===== src/rtl/inst_prefetch_queue_pkg.sv =====
// inst_prefetch_queue_pkg
//   Shared definitions for the instruction prefetch queue slice.
//   These are the default bus and data widths, the reset pc constant, and the
//   pointer-width helper used by the queue and its interface.
package inst_prefetch_queue_pkg;

    localparam int unsigned DEFAULT_PC_WIDTH   = 32;
    localparam int unsigned DEFAULT_INST_WIDTH = 32;
    localparam int unsigned DEFAULT_DEPTH      = 4;

    localparam logic [DEFAULT_PC_WIDTH-1:0] RESET_PC = '0;

    // Storage index bits plus one wrap bit.
    function automatic int unsigned ptr_width(input int unsigned depth);
        return $clog2(depth) + 1;
    endfunction

endpackage


===== src/rtl/inst_prefetch_queue_if.sv =====
// inst_prefetch_queue_if
//   Fetch-side and decode-side handshake bundle for the prefetch queue.
//   Signals:
//     flush                      branch redirect
//     in_valid / in_ready        fetch handshake
//     in_pc / in_inst            fetched entry
//     out_valid / out_ready      decode handshake
//     out_pc / out_inst          head entry
//     count                      occupancy, 0..DEPTH
//   Modports:
//     master  fetch/decode side that drives the queue
//     slave   the queue itself
interface inst_prefetch_queue_if
    import inst_prefetch_queue_pkg::*;
#(
    parameter int unsigned PC_WIDTH   = DEFAULT_PC_WIDTH,
    parameter int unsigned INST_WIDTH = DEFAULT_INST_WIDTH,
    parameter int unsigned DEPTH      = DEFAULT_DEPTH
);

    logic                       flush;
    logic                       in_valid;
    logic                       in_ready;
    logic [PC_WIDTH-1:0]        in_pc;
    logic [INST_WIDTH-1:0]      in_inst;
    logic                       out_valid;
    logic                       out_ready;
    logic [PC_WIDTH-1:0]        out_pc;
    logic [INST_WIDTH-1:0]      out_inst;
    logic [$clog2(DEPTH):0]     count;

    modport master (
        output flush, in_valid, in_pc, in_inst, out_ready,
        input  in_ready, out_valid, out_pc, out_inst, count
    );

    modport slave (
        input  flush, in_valid, in_pc, in_inst, out_ready,
        output in_ready, out_valid, out_pc, out_inst, count
    );

endinterface


===== src/rtl/inst_prefetch_queue_prefetch_ram.sv =====
// prefetch_ram
//   DEPTH x WIDTH storage for the prefetch queue.
//   It has one synchronous write port and one asynchronous read port.
//   Ports:
//     clk      write clock
//     wr_en    write strobe
//     wr_addr  write index
//     wr_data  write data
//     rd_addr  read index
//     rd_data  read data, combinational
module prefetch_ram #(
    parameter int unsigned WIDTH = 64,
    parameter int unsigned DEPTH = 4
) (
    input  logic                     clk,
    input  logic                     wr_en,
    input  logic [$clog2(DEPTH)-1:0] wr_addr,
    input  logic [WIDTH-1:0]         wr_data,
    input  logic [$clog2(DEPTH)-1:0] rd_addr,
    output logic [WIDTH-1:0]         rd_data
);

    logic [WIDTH-1:0] mem [DEPTH];

    always_ff @(posedge clk) begin
        if (wr_en) begin
            mem[wr_addr] <= wr_data;
        end
    end

    assign rd_data = mem[rd_addr];

endmodule


===== src/rtl/inst_prefetch_queue.sv =====
// inst_prefetch_queue
//   FIFO of {pc, instruction} pairs between instruction fetch and decode.
//   Flush and reset both empty the queue in one cycle. Storage is not cleared.
//   Ports:
//     clk  clock, rising edge
//     rst  synchronous, active-high reset
//     bus  inst_prefetch_queue_if.slave (fetch/decode handshakes, flush, count)
//   Build option:
//     PREFETCH_BYPASS_EN  when defined, an entry offered to an empty queue is
//                         presented to decode in the same cycle. If decode
//                         takes it, the entry is never written to storage.
module inst_prefetch_queue
    import inst_prefetch_queue_pkg::*;
#(
    parameter int unsigned PC_WIDTH   = DEFAULT_PC_WIDTH,
    parameter int unsigned INST_WIDTH = DEFAULT_INST_WIDTH,
    parameter int unsigned DEPTH      = DEFAULT_DEPTH
) (
    input  logic                  clk,
    input  logic                  rst,
    inst_prefetch_queue_if.slave  bus
);

    localparam int unsigned AW = $clog2(DEPTH);
    localparam int unsigned PW = ptr_width(DEPTH);
    localparam int unsigned EW = PC_WIDTH + INST_WIDTH;

    logic [PW-1:0]         wr_ptr;
    logic [PW-1:0]         rd_ptr;
    logic [EW-1:0]         rd_data;
    logic                  empty;
    logic                  full;
    logic                  bypass;
    logic                  push;
    logic                  pop;
    logic                  in_ready_c;
    logic                  out_valid_c;
    logic [PC_WIDTH-1:0]   out_pc_c;
    logic [INST_WIDTH-1:0] out_inst_c;

    assign empty = (wr_ptr == rd_ptr);
    assign full  = (wr_ptr[AW-1:0] == rd_ptr[AW-1:0]) && (wr_ptr[AW] != rd_ptr[AW]);

    always_comb begin
        in_ready_c  = !full && !bus.flush && !rst;
`ifdef PREFETCH_BYPASS_EN
        bypass      = empty && bus.in_valid && !bus.flush && !rst;
`else
        bypass      = 1'b0;
`endif
        out_valid_c = (!empty && !bus.flush) || bypass;
        out_pc_c    = '0;
        out_inst_c  = '0;
        if (bypass) begin
            out_pc_c   = bus.in_pc;
            out_inst_c = bus.in_inst;
        end else if (!empty && !bus.flush) begin
            {out_pc_c, out_inst_c} = rd_data;
        end
        // A bypassed entry that decode accepts is consumed directly and never
        // stored. The pop only ever advances over stored entries.
        pop  = !empty && !bus.flush && bus.out_ready;
        push = bus.in_valid && in_ready_c && !(bypass && bus.out_ready);
    end

    always_ff @(posedge clk) begin
        if (rst || bus.flush) begin
            wr_ptr <= '0;
            rd_ptr <= '0;
        end else begin
            if (push) begin
                wr_ptr <= wr_ptr + 1'b1;
            end
            if (pop) begin
                rd_ptr <= rd_ptr + 1'b1;
            end
        end
    end

    prefetch_ram #(
        .WIDTH (EW),
        .DEPTH (DEPTH)
    ) u_ram (
        .clk     (clk),
        .wr_en   (push),
        .wr_addr (wr_ptr[AW-1:0]),
        .wr_data ({bus.in_pc, bus.in_inst}),
        .rd_addr (rd_ptr[AW-1:0]),
        .rd_data (rd_data)
    );

    assign bus.in_ready  = in_ready_c;
    assign bus.out_valid = out_valid_c;
    assign bus.out_pc    = out_pc_c;
    assign bus.out_inst  = out_inst_c;
    assign bus.count     = wr_ptr - rd_ptr;

endmodule


===== src/flat_wrapper.sv =====
// flat-port wrapper written by rule: the top's interface ports become plain ports
module inst_prefetch_queue_flat import inst_prefetch_queue_pkg::*;
#(
    parameter int unsigned PC_WIDTH   = DEFAULT_PC_WIDTH,
    parameter int unsigned INST_WIDTH = DEFAULT_INST_WIDTH,
    parameter int unsigned DEPTH      = DEFAULT_DEPTH
)
  (clk, rst, bus_flush, bus_in_valid, bus_in_pc, bus_in_inst, bus_out_ready, bus_in_ready, bus_out_valid, bus_out_pc, bus_out_inst, bus_count);
  inst_prefetch_queue_if #(.PC_WIDTH(PC_WIDTH), .INST_WIDTH(INST_WIDTH), .DEPTH(DEPTH)) bus_i ();
  input  logic clk;
  input  logic rst;
  input wire logic [$bits(bus_i.flush)-1:0] bus_flush;
  input wire logic [$bits(bus_i.in_valid)-1:0] bus_in_valid;
  input wire logic [$bits(bus_i.in_pc)-1:0] bus_in_pc;
  input wire logic [$bits(bus_i.in_inst)-1:0] bus_in_inst;
  input wire logic [$bits(bus_i.out_ready)-1:0] bus_out_ready;
  output wire logic [$bits(bus_i.in_ready)-1:0] bus_in_ready;
  output wire logic [$bits(bus_i.out_valid)-1:0] bus_out_valid;
  output wire logic [$bits(bus_i.out_pc)-1:0] bus_out_pc;
  output wire logic [$bits(bus_i.out_inst)-1:0] bus_out_inst;
  output wire logic [$bits(bus_i.count)-1:0] bus_count;
  assign bus_i.flush = bus_flush;
  assign bus_i.in_valid = bus_in_valid;
  assign bus_i.in_pc = bus_in_pc;
  assign bus_i.in_inst = bus_in_inst;
  assign bus_i.out_ready = bus_out_ready;
  assign bus_in_ready = bus_i.in_ready;
  assign bus_out_valid = bus_i.out_valid;
  assign bus_out_pc = bus_i.out_pc;
  assign bus_out_inst = bus_i.out_inst;
  assign bus_count = bus_i.count;
  inst_prefetch_queue #(.PC_WIDTH(PC_WIDTH), .INST_WIDTH(INST_WIDTH), .DEPTH(DEPTH)) u_core (.clk(clk), .rst(rst), .bus(bus_i));
endmodule

===== config.mk =====
export PLATFORM = sky130hd
export DESIGN_NAME = inst_prefetch_queue_flat
export DESIGN_NICKNAME = d
export VERILOG_FILES = /design/src/rtl/inst_prefetch_queue_pkg.sv /design/src/rtl/inst_prefetch_queue_if.sv /design/src/rtl/inst_prefetch_queue_prefetch_ram.sv /design/src/rtl/inst_prefetch_queue.sv /design/src/flat_wrapper.sv
export SDC_FILE = /design/constraint.sdc
export NUM_CORES = 1
export LEC_CHECK = 0
export BUFFER_PORTS_ARGS = -buffer_cell sky130_fd_sc_hd__buf_2
export CAP_MARGIN = 20
export CORE_MARGIN = 2
export CORE_UTILIZATION = 35
export DETAILED_ROUTE_END_ITERATION = 6
export SYNTH_ARGS = -nofsm -noshare
export SYNTH_HDL_FRONTEND = slang
export SYNTH_SLANG_ARGS = --single-unit

===== constraint.sdc =====
create_clock -name clk -period 6 [get_ports clk]
set_input_delay 0.6 -clock clk [delete_from_list [all_inputs] [get_ports clk]]
set_output_delay 0.6 -clock clk [all_outputs]
set_load 0.02 [all_outputs]

Word-level counts from Yosys, hierarchy flattened
Memory sizes are Yosys's and may differ from the RTL's. A register that Yosys moved wholly into a read port is not among the register bits. Index checks and enable logic that the tools add are counted.

$add $sub $neg: 3. Reductions and logical operators: 11. Eq/ne operators: 3. Multiplexer cells: 6.

Operators by type and width (count): $mux 32 (2); $add 3x1->3 const B (2); $logic_and 1x1->1 (6); $logic_not 1->1 (4); $mux 2 (2); $eq 3x3->1 (1); $sub 3x3->3 (1); $eq 2x2->1 (1); $mux 1 (2); $logic_or 1x1->1 (1); $ne 1x1->1 (1).

Memories kept: 1. Flip-flop bits (word level): 6. Memory bits (writable): 256. Bits of input ports: 69.

Memory list: u_core.u_ram.mem (words 4, bits a word 64, rd ports 1, clocked after Yosys merged registers in 1, wr ports 1, RTL line inst_prefetch_queue_prefetch_ram.sv:23) `logic [WIDTH-1:0] mem [DEPTH];`.

Logic depth before layout (Yosys ltp)
Gate-level depths: netlist (run 1).

Depth after elaboration: 8. Mapped depth: 7. Depth with buffers taken out: 5.

Cells and area by module
Synthesis (run 1) repeated with hierarchy kept, for this count alone.

Cells, all modules: 454. Area total of the unflattened synthesis: 10226.1 um2.

By module, submodules not included: prefetch_ram (cells each 338, times used 1, area each 9341.5 um2, sequential area each 7687.4 um2); inst_prefetch_queue (cells each 116, times used 1, area each 884.6 um2, sequential area each 120.1 um2).

Worst setup path after synthesis (run 1)
No wires, ideal clock.

Path type: input to register. Start point: input bus_flush. End point: memory u_core.u_ram.mem[0][0] (enable). Required time: 5.571 ns. Buffers on the path: 0. Slack: 2.909 ns. Arrival time: 2.662 ns. Setup time: 0.429 ns. Stages on the path: 3. Cells stage by stage: nor2_2 o211a_1 and2_1.

Cells in the longest elaborated chain, start to end: 6.

Ends and longest elaborated chain: start: declaration (RTL line flat_wrapper.sv:12) `input wire logic [$bits(bus_i.flush)-1:0] bus_flush;`; $logic_not 1->1 (RTL line inst_prefetch_queue.sv:45) `in_ready_c = !full && !bus.flush && !rst;`; $logic_and 1x1->1 (2 in a row) (RTL line inst_prefetch_queue.sv:45); $logic_and 1x1->1 (RTL line inst_prefetch_queue.sv:63) `push = bus.in_valid && in_ready_c && !(bypass && bus.out_ready);`; $mux 1 (RTL line inst_prefetch_queue_prefetch_ram.sv:26) `if (wr_en) begin`; $mux 1 (not written as such) (RTL line inst_prefetch_queue_prefetch_ram.sv:27) `mem[wr_addr] <= wr_data;`; end: declaration (RTL line inst_prefetch_queue_prefetch_ram.sv:23).

No other way between the ends.

Worst setup path in the final report (run 1)
Start point: register u_core.wr_ptr[0]. End point: output bus_out_pc[3].

Cells in the longest elaborated chain, start to end: 4.

Ends and longest elaborated chain: start: declaration (RTL line inst_prefetch_queue.sv:28) `logic [PW-1:0] wr_ptr;`; start signal: assignment (RTL line inst_prefetch_queue.sv:72) `wr_ptr <= wr_ptr + 1'b1;`; $eq 3x3->1 (RTL line inst_prefetch_queue.sv:41) `assign empty = (wr_ptr == rd_ptr);`; $logic_not 1->1 (RTL line inst_prefetch_queue.sv:57) `end else if (!empty && !bus.flush) begin`; $logic_and 1x1->1 (RTL line inst_prefetch_queue.sv:57); $mux 32 (RTL line inst_prefetch_queue.sv:57); end: declaration (RTL line flat_wrapper.sv:19) `output wire logic [$bits(bus_i.out_pc)-1:0] bus_out_pc;`.

No other way between the ends.

==> impl_metrics.ini, run 1 <==
[synth]
synth_xor_area_share_pct = 0.239
yosys.area.top_type = edfxtp_1
synth_ff_type = edfxtp_1
ys_async_sr_fraction_pct = 0
synth.most_common_cell = edfxtp_1
synth_simple_gate_area_share_pct = 6.73
yosysSeqAreaShare_pct = 74.8
synthTopCellsByArea = edfxtp_1 (73%), mux4_2 (14%), nor2b_4 (3.9%), nor2b_1 (2.0%), dfxtp_1 (1.5%)
synthCells = 461
syn_avg_cell_area_sq_um = 22.8
yosys.area.top_type_share_pct = 73.3
synth-adder-area-share_pct = 1.03
synth_area_sq_mm = 0.0105
synth_top_family_by_area = multiplexers
synth.area.mux_share_pct = 14.4
yosys-top-cells-count = edfxtp_1 (256), mux4_2 (64), nor2b_1 (34), nor2b_4 (30), buf_6 (10)
synth_compound_gate_area_share_pct = 0.441
synth_warnings = 0
synthDistinctLibCells = 27
ys_ff_latch = 264
syn-num-nets = 538
synth_edf_count = 256

[power]
powerDensity_mw_per_mm2 = 308
p_leak_nw = 4.21
ir_worst_vdd_v = 0.000217
p_total_mw = 3.82

[global_routing]
grt.total_usage_pct = 12.4
first_global_vias = 5332
gr-total-overflow = 0
grt_max_degree = 65
antenna_found_initial = 2
grt_first_pass_wirelength_mm = 29.8

[timing]
relSlewSlack_pct = 28.5
finalCriticalPeriod_ns = 3.72
skew_ns = 0.00672
finalMaxSlewViolations = 0
fin_setup_tns_ns = 0
worst_pin_slew_ns = 1.07
rsz0062_at_grt = false
holdWs_ns = 0.287
fmax_ghz = 0.269
setup_ws_ns = 2.28
finalHoldViolations = 0
setup_violations = 0
finalCritPeriodShare_pct = 62.0

[worst_setup_path]
worstReg2RegEnd = u_core.u_ram.mem[1][48]$_DFFE_PP_
crit_end = bus_out_pc[3]
r2r-start = u_core.wr_ptr[0]$_SDFFE_PP0P_
cp.arrival_ns = 3.12
startpoint = u_core.wr_ptr[0]$_SDFFE_PP0P_
ff2ff_path_depth = 5
critPathRequiredTime_ns = 5.40
cp-end-kind = output pin
worstSetupPathType = flip-flop to output pin
cp_max_fo = 40
r2r_setup_slack_ns = 3.46
start_kind = flip-flop

[placed_design]
hpwl_mm = 10.8
port_buffers = 137
gp_congestion = 0.641
place_ws_ns = 2.77
placed_cell_area_sq_mm = 0.0115
place_inst = 970

[cells_and_area]
fin_area_sq_mm = 0.0124
multi_input_area_sq_mm = 0.00241
post-route-util_pct = 41.9
final_cells = 1022
layout-drive-gt1-share_pct = 44.5
syn_to_final_growth_pct = 18.1
regArea_sq_mm = 0.00786
n_fill_cell = 2595
layout.nets = 688

[clocking]
clock_sinks = 264
postCtsSetupBuffers = 0
path_clk_slew_ns = 0.06
root_buffer = clkbuf_16
clkLatencyLatePin_ns = 0.53
cts_hold_buffers = 0
htree_levels = 1
cts-resized-gates = 0
numCtsBuffers = 28
cts_tree = built
clk_path_buf_depth = 3

[route]
wl_mm = 19.6
first_iter_violations = 305
dr.pass1.iters = 5
post_drt_wl_per_cell_um = 19.2
vias = 4767
drc = 0
drt-vias-per-instance = 4.66
ant_nets = 0

[outcome]
status = finished clean

[die]
die_h_um = 177
num_rows = 63
die-area_sq_mm = 0.0314
die_w_um = 177
ios = 138
coreArea_sq_mm = 0.0296
start_util_pct = 35.5

[hold_path]
hp-class = input port to flip-flop

[flow_run]
max_cap_viol_count = 0
## worst max-delay path, cell delays in order, from the launching register on
cell     delay [ns]
dfxtp_1        0.41
inv_1          0.11
ha_1           0.32
and2_1         0.19
a21o_4         0.65
buf_4          0.59
nor2b_1        0.10
buf_2          0.19
## final cells by class
class | instances | share of cell area [%]
antenna | 1 | 0.0202
clock buffer | 36 | 6.07
clock inverter | 14 | 0.949
inverter | 9 | 0.283
multi-input combinational | 167 | 19.5
sequential | 264 | 63.4
tap | 390 | 3.94
timing repair buffer | 141 | 5.88
## routing by layer
layer	vias up	routed length (um)	part of all wire (%)	track usage (%)
met5	-	7	0.036	0
met4	2	310	1.6	3.03
met3	31	1150	5.9	2.88
met2	117	10000	51	21.8
met1	2463	8060	41	15.5
li1	2154	-	-	-
## cells by family (layout without fill, tap and decap cells)
| group | after synthesis | count (layout) |
|---|---|---|
| simple gates | 80 | 80 |
| fa+ha+maj | 8 | 8 |
| xor+xnor | 2 | 2 |
| other cells | 0 | 1 |
| buf+inv | 30 | 200 |
| mux | 71 | 71 |
| flops | 264 | 264 |
| compound gates | 6 | 6 |
## report_power, final
group	switching (mW)	internal (mW)	leakage (nW)
Combinational	0.0876	0.0625	1.42
Sequential	0.00721	2.04	2.38
Clock	0.653	0.963	0.419
Total	0.748	3.07	4.21
## registers in the layout (all words and copies together) (netlist names), named ones only
name / cells
u_core.u_ram.mem: 256
u_core.rd_ptr: 3
u_core.wr_ptr: 3
## worst min-delay path by stage
stage                     cells past startpoint  slack, ns                           from                                 to
after floorplan                               1       0.47  u_core.wr_ptr[2]$_SDFFE_PP0P_      u_core.wr_ptr[2]$_SDFFE_PP0P_
after global placement                        1       0.49  u_core.wr_ptr[2]$_SDFFE_PP0P_      u_core.wr_ptr[2]$_SDFFE_PP0P_
after detailed placement                      1       0.49  u_core.wr_ptr[2]$_SDFFE_PP0P_      u_core.wr_ptr[2]$_SDFFE_PP0P_
after CTS                                     1       0.26                  bus_in_pc[28]  u_core.u_ram.mem[1][60]$_DFFE_PP_
after global routing                          1       0.25                  bus_in_pc[30]  u_core.u_ram.mem[3][62]$_DFFE_PP_
final                                         1       0.29                  bus_in_pc[28]  u_core.u_ram.mem[2][60]$_DFFE_PP_
## placed cells by master, fill, tap and decap left out, drive strengths merged, types with 2 or more instances in the layout
master / synthesis / layout
buf: 19 / 141
inv: 9 / 8
mux4: 64 / 64
mux2i: 7 / 7
and2: 4 / 4
dfxtp: 8 / 8
bufinv: 0 / 2
ha: 7 / 7
edfxtp: 256 / 256
nor2b: 64 / 64
clkinv: 0 / 11
or3: 2 / 2
xnor2: 2 / 2
nand2: 8 / 8
clkinvlp: 0 / 2
clkbuf: 2 / 36
Note: power is estimated with default switching activity, not from simulation.
==> run 2: changes to the inputs <==
--- a/config.mk
+++ b/config.mk
@@ -5,6 +5,7 @@
 export SDC_FILE = /design/constraint.sdc
 export NUM_CORES = 1
 export LEC_CHECK = 0
+export ABC_AREA = 1
 export BUFFER_PORTS_ARGS = -buffer_cell sky130_fd_sc_hd__buf_2
 export CAP_MARGIN = 20
 export CORE_MARGIN = 2
==> constraint.sdc (replaced) <==
create_clock -name clk -period 3.7 [get_ports clk]
set_input_delay 0.37 -clock clk [delete_from_list [all_inputs] [get_ports clk]]
set_output_delay 0.37 -clock clk [all_outputs]
set_load 0.02 [all_outputs]
==> run 2 against run 1 <==
Setup slack worse by 1.6 ns. Register-to-register slack worse by 2.4 ns. Area after synthesis up 0.47%. Global-route usage up 2.4 points. Critical path depth up 2. Highest routed layer unchanged. Clock skew up 0.020 ns. Cell area up 0.35%. Largest power group unchanged. Cell count up 35%. Non-clock buffer count up 13. Sequential cell count unchanged. Die area up 0.46%. Critical path type unchanged. Wire length up 21%.
==> impl_metrics.ini, run 2 <==
[outcome]
status = finished clean

[worst_setup_path]
cp_max_fo = 30
r2r-start = u_core.wr_ptr[0]$_SDFFE_PP0P_
r2r_setup_slack_ns = 1.10
worstSetupPathType = flip-flop to output pin
worstReg2RegEnd = u_core.u_ram.mem[2][41]$_DFFE_PP_
cp-end-kind = output pin
start_kind = flip-flop
cp.arrival_ns = 2.68
ff2ff_path_depth = 8
critPathRequiredTime_ns = 3.33

[hold_path]
hp-class = input port to flip-flop
hold_depth = 1
hold_path_end = u_core.u_ram.mem[3][19]$_DFFE_PP_
hold_start = bus_in_inst[19]

[synth]
synthTopCellsByArea = edfxtp_1 (73%), nor2_1 (9.5%), o21ai_0 (5.7%), a21oi_1 (2.7%), buf_6 (1.9%)
synth-adder-area-share_pct = 1.02
synth_edf_count = 256
yosysSeqAreaShare_pct = 74.5
synth_top_family_by_area = simple AND/OR/NAND/NOR gates
synth_area_sq_mm = 0.0105
synth_simple_gate_area_share_pct = 10.9
synth_ff_type = edfxtp_1
synth_xor_area_share_pct = 0.0831
ys_async_sr_fraction_pct = 0
synthCells = 833
synth_compound_gate_area_share_pct = 9.62
syn_avg_cell_area_sq_um = 12.7
synth.most_common_cell = nor2_1
synthDistinctLibCells = 23
yosys-top-cells-count = nor2_1 (266), edfxtp_1 (256), o21ai_0 (119), a21oi_1 (57), nand2_1 (21)
synth.area.mux_share_pct = 0
synth_warnings = 0
ys_ff_latch = 264
yosys.area.top_type_share_pct = 73.0
yosys.area.top_type = edfxtp_1
syn-num-nets = 910

[global_routing]
grt_max_degree = 73
antenna_found_initial = 2
grt.total_usage_pct = 14.8
gr-total-overflow = 0
first_global_vias = 6383
grt_first_pass_wirelength_mm = 35.8

[route]
drt-vias-per-instance = 4.79
vias = 6603
ant_nets = 0
drc = 0
post_drt_wl_per_cell_um = 17.2
dr.pass1.iters = 7
first_iter_violations = 584
wl_mm = 23.7

[placed_design]
placed_cell_area_sq_mm = 0.0115
hpwl_mm = 14.2
gp_congestion = 0.768
port_buffers = 137
place_inst = 1328

[die]
die_h_um = 178
die-area_sq_mm = 0.0315
num_rows = 63
die_w_um = 178
ios = 138
start_util_pct = 35.6
coreArea_sq_mm = 0.0296

[cells_and_area]
top_regs = u_core.u_ram.mem x256, u_core.rd_ptr x3, u_core.wr_ptr x3
final_common_cell = nor2_1
regArea_sq_mm = 0.00785
fin_area_sq_mm = 0.0124
syn_to_final_growth_pct = 18.0
antennaDiodeCount = 0
layout-drive-gt1-share_pct = 21.7
layout.nets = 1045
layout_common_cells = nor2_1 (262), edfxtp_1 (256), buf_2 (137), o21ai_0 (119), a21oi_1 (57)
n_fill_cell = 2831
multi_input_area_sq_mm = 0.00230
largest-register = u_core.u_ram.mem
largest_reg_flops = 256
final_cells = 1379

[power]
p_total_mw = 6.21
ir_worst_vdd_v = 0.000286
powerDensity_mw_per_mm2 = 499
p_leak_nw = 4.56

[timing]
fmax_ghz = 0.328
skew_ns = 0.0265
finalMaxSlewViolations = 0
setup_violations = 0
worst_pin_slew_ns = 0.830
holdWs_ns = 0.0459
finalCriticalPeriod_ns = 3.05
fin_setup_tns_ns = 0
relSlewSlack_pct = 44.6
finalCritPeriodShare_pct = 82.5
finalHoldViolations = 0
rsz0062_at_grt = false

[clocking]
postCtsSetupBuffers = 0
cts_tree = built
clock_sinks = 264
path_clk_slew_ns = 0.06
cts-resized-gates = 0
htree_levels = 1
cts_hold_buffers = 0
clkLatencyLatePin_ns = 0.54
numCtsBuffers = 27
clk_path_buf_depth = 3
root_buffer = clkbuf_16

[flow_run]
max_cap_viol_count = 0
[run 2: cell count changes in the layout (fill, tap and decap cells not counted), sizes merged, moves of 6 or more]
cell,change
nand2,+14
nor2,+265
nand3,+6
a21oi,+66
buf,+13
o21ai,+128
mux4,-64
inv,+11
nor2b,-64
mux2i,-7
[run 2: final cells by class]
cell class                 instances  share of cell area, %
multi-input combinational        502                   18.5
clock buffer                      33                   5.62
clock inverter                    17                   1.55
inverter                          19                  0.584
timing repair buffer             154                   6.64
sequential                       264                   63.2
tap                              390                   3.92
[run 2: how the worst max path moves through the flow]
| stage | depth (start not counted) | slack [ns] | from | endpoint |
|---|---|---|---|---|
| after floorplan | 7 | -0.63 | u_core.wr_ptr[0]$_SDFFE_PP0P_ | u_core.u_ram.mem[0][0]$_DFFE_PP_ |
| after detailed placement | 8 | 1.08 | u_core.wr_ptr[0]$_SDFFE_PP0P_ | u_core.u_ram.mem[0][49]$_DFFE_PP_ |
| after CTS | 6 | 0.60 | flip-flop | bus_out_pc[22] |
| final | 9 | 0.65 | u_core.wr_ptr[0]$_SDFFE_PP0P_ | bus_out_pc[2] |
| after global placement | 8 | 1.17 | u_core.wr_ptr[0]$_SDFFE_PP0P_ | u_core.u_ram.mem[0][50]$_DFFE_PP_ |
| after global routing | 6 | 0.40 | flip-flop | bus_out_pc[22] |
[run 2: critical path, cell delays in order, from the launching register on]
cell     delay, ns
dfxtp_1       0.38
inv_1         0.12
ha_1          0.32
nand2_1       0.05
inv_1         0.10
nand3_2       0.11
nand2_2       0.34
buf_4         0.45
a21oi_1       0.10
buf_2         0.18
[run 2: per-layer routing]
metal  vias to the layer above  share of wire (%)  global-route usage, %
met5                         -               0.11                      0
met2                       148                 47                   23.9
met4                         4                2.0                   4.41
met3                        38                4.9                   2.61
met1                      3205                 46                   20.3
li1                       3208                  -                      -
[run 2: kinds of logic after synthesis]
logic type | count (synthesis)
compound gates | 195
xor+xnor | 1
fa+ha+maj | 8
buf+inv | 67
flops | 264
simple gates | 298
[run 2: power breakdown]
group / total (mW) / switching (mW) / internal (mW)
Combinational: 0.175 / 0.121 / 0.0539
Sequential: 3.31 / 0.00673 / 3.30
Clock: 2.72 / 1.10 / 1.62
Total: 6.21 / 1.23 / 4.98
[run 2: metrics by stage]
stage	setup WS, ns	util (%)
3_5_place_dp	1.08	38.9
2_1_floorplan	-0.635	-
6_report	0.649	41.9
5_1_grt	0.404	41.9
4_1_cts	0.598	41.9
3_3_place_gp	1.17	38.9
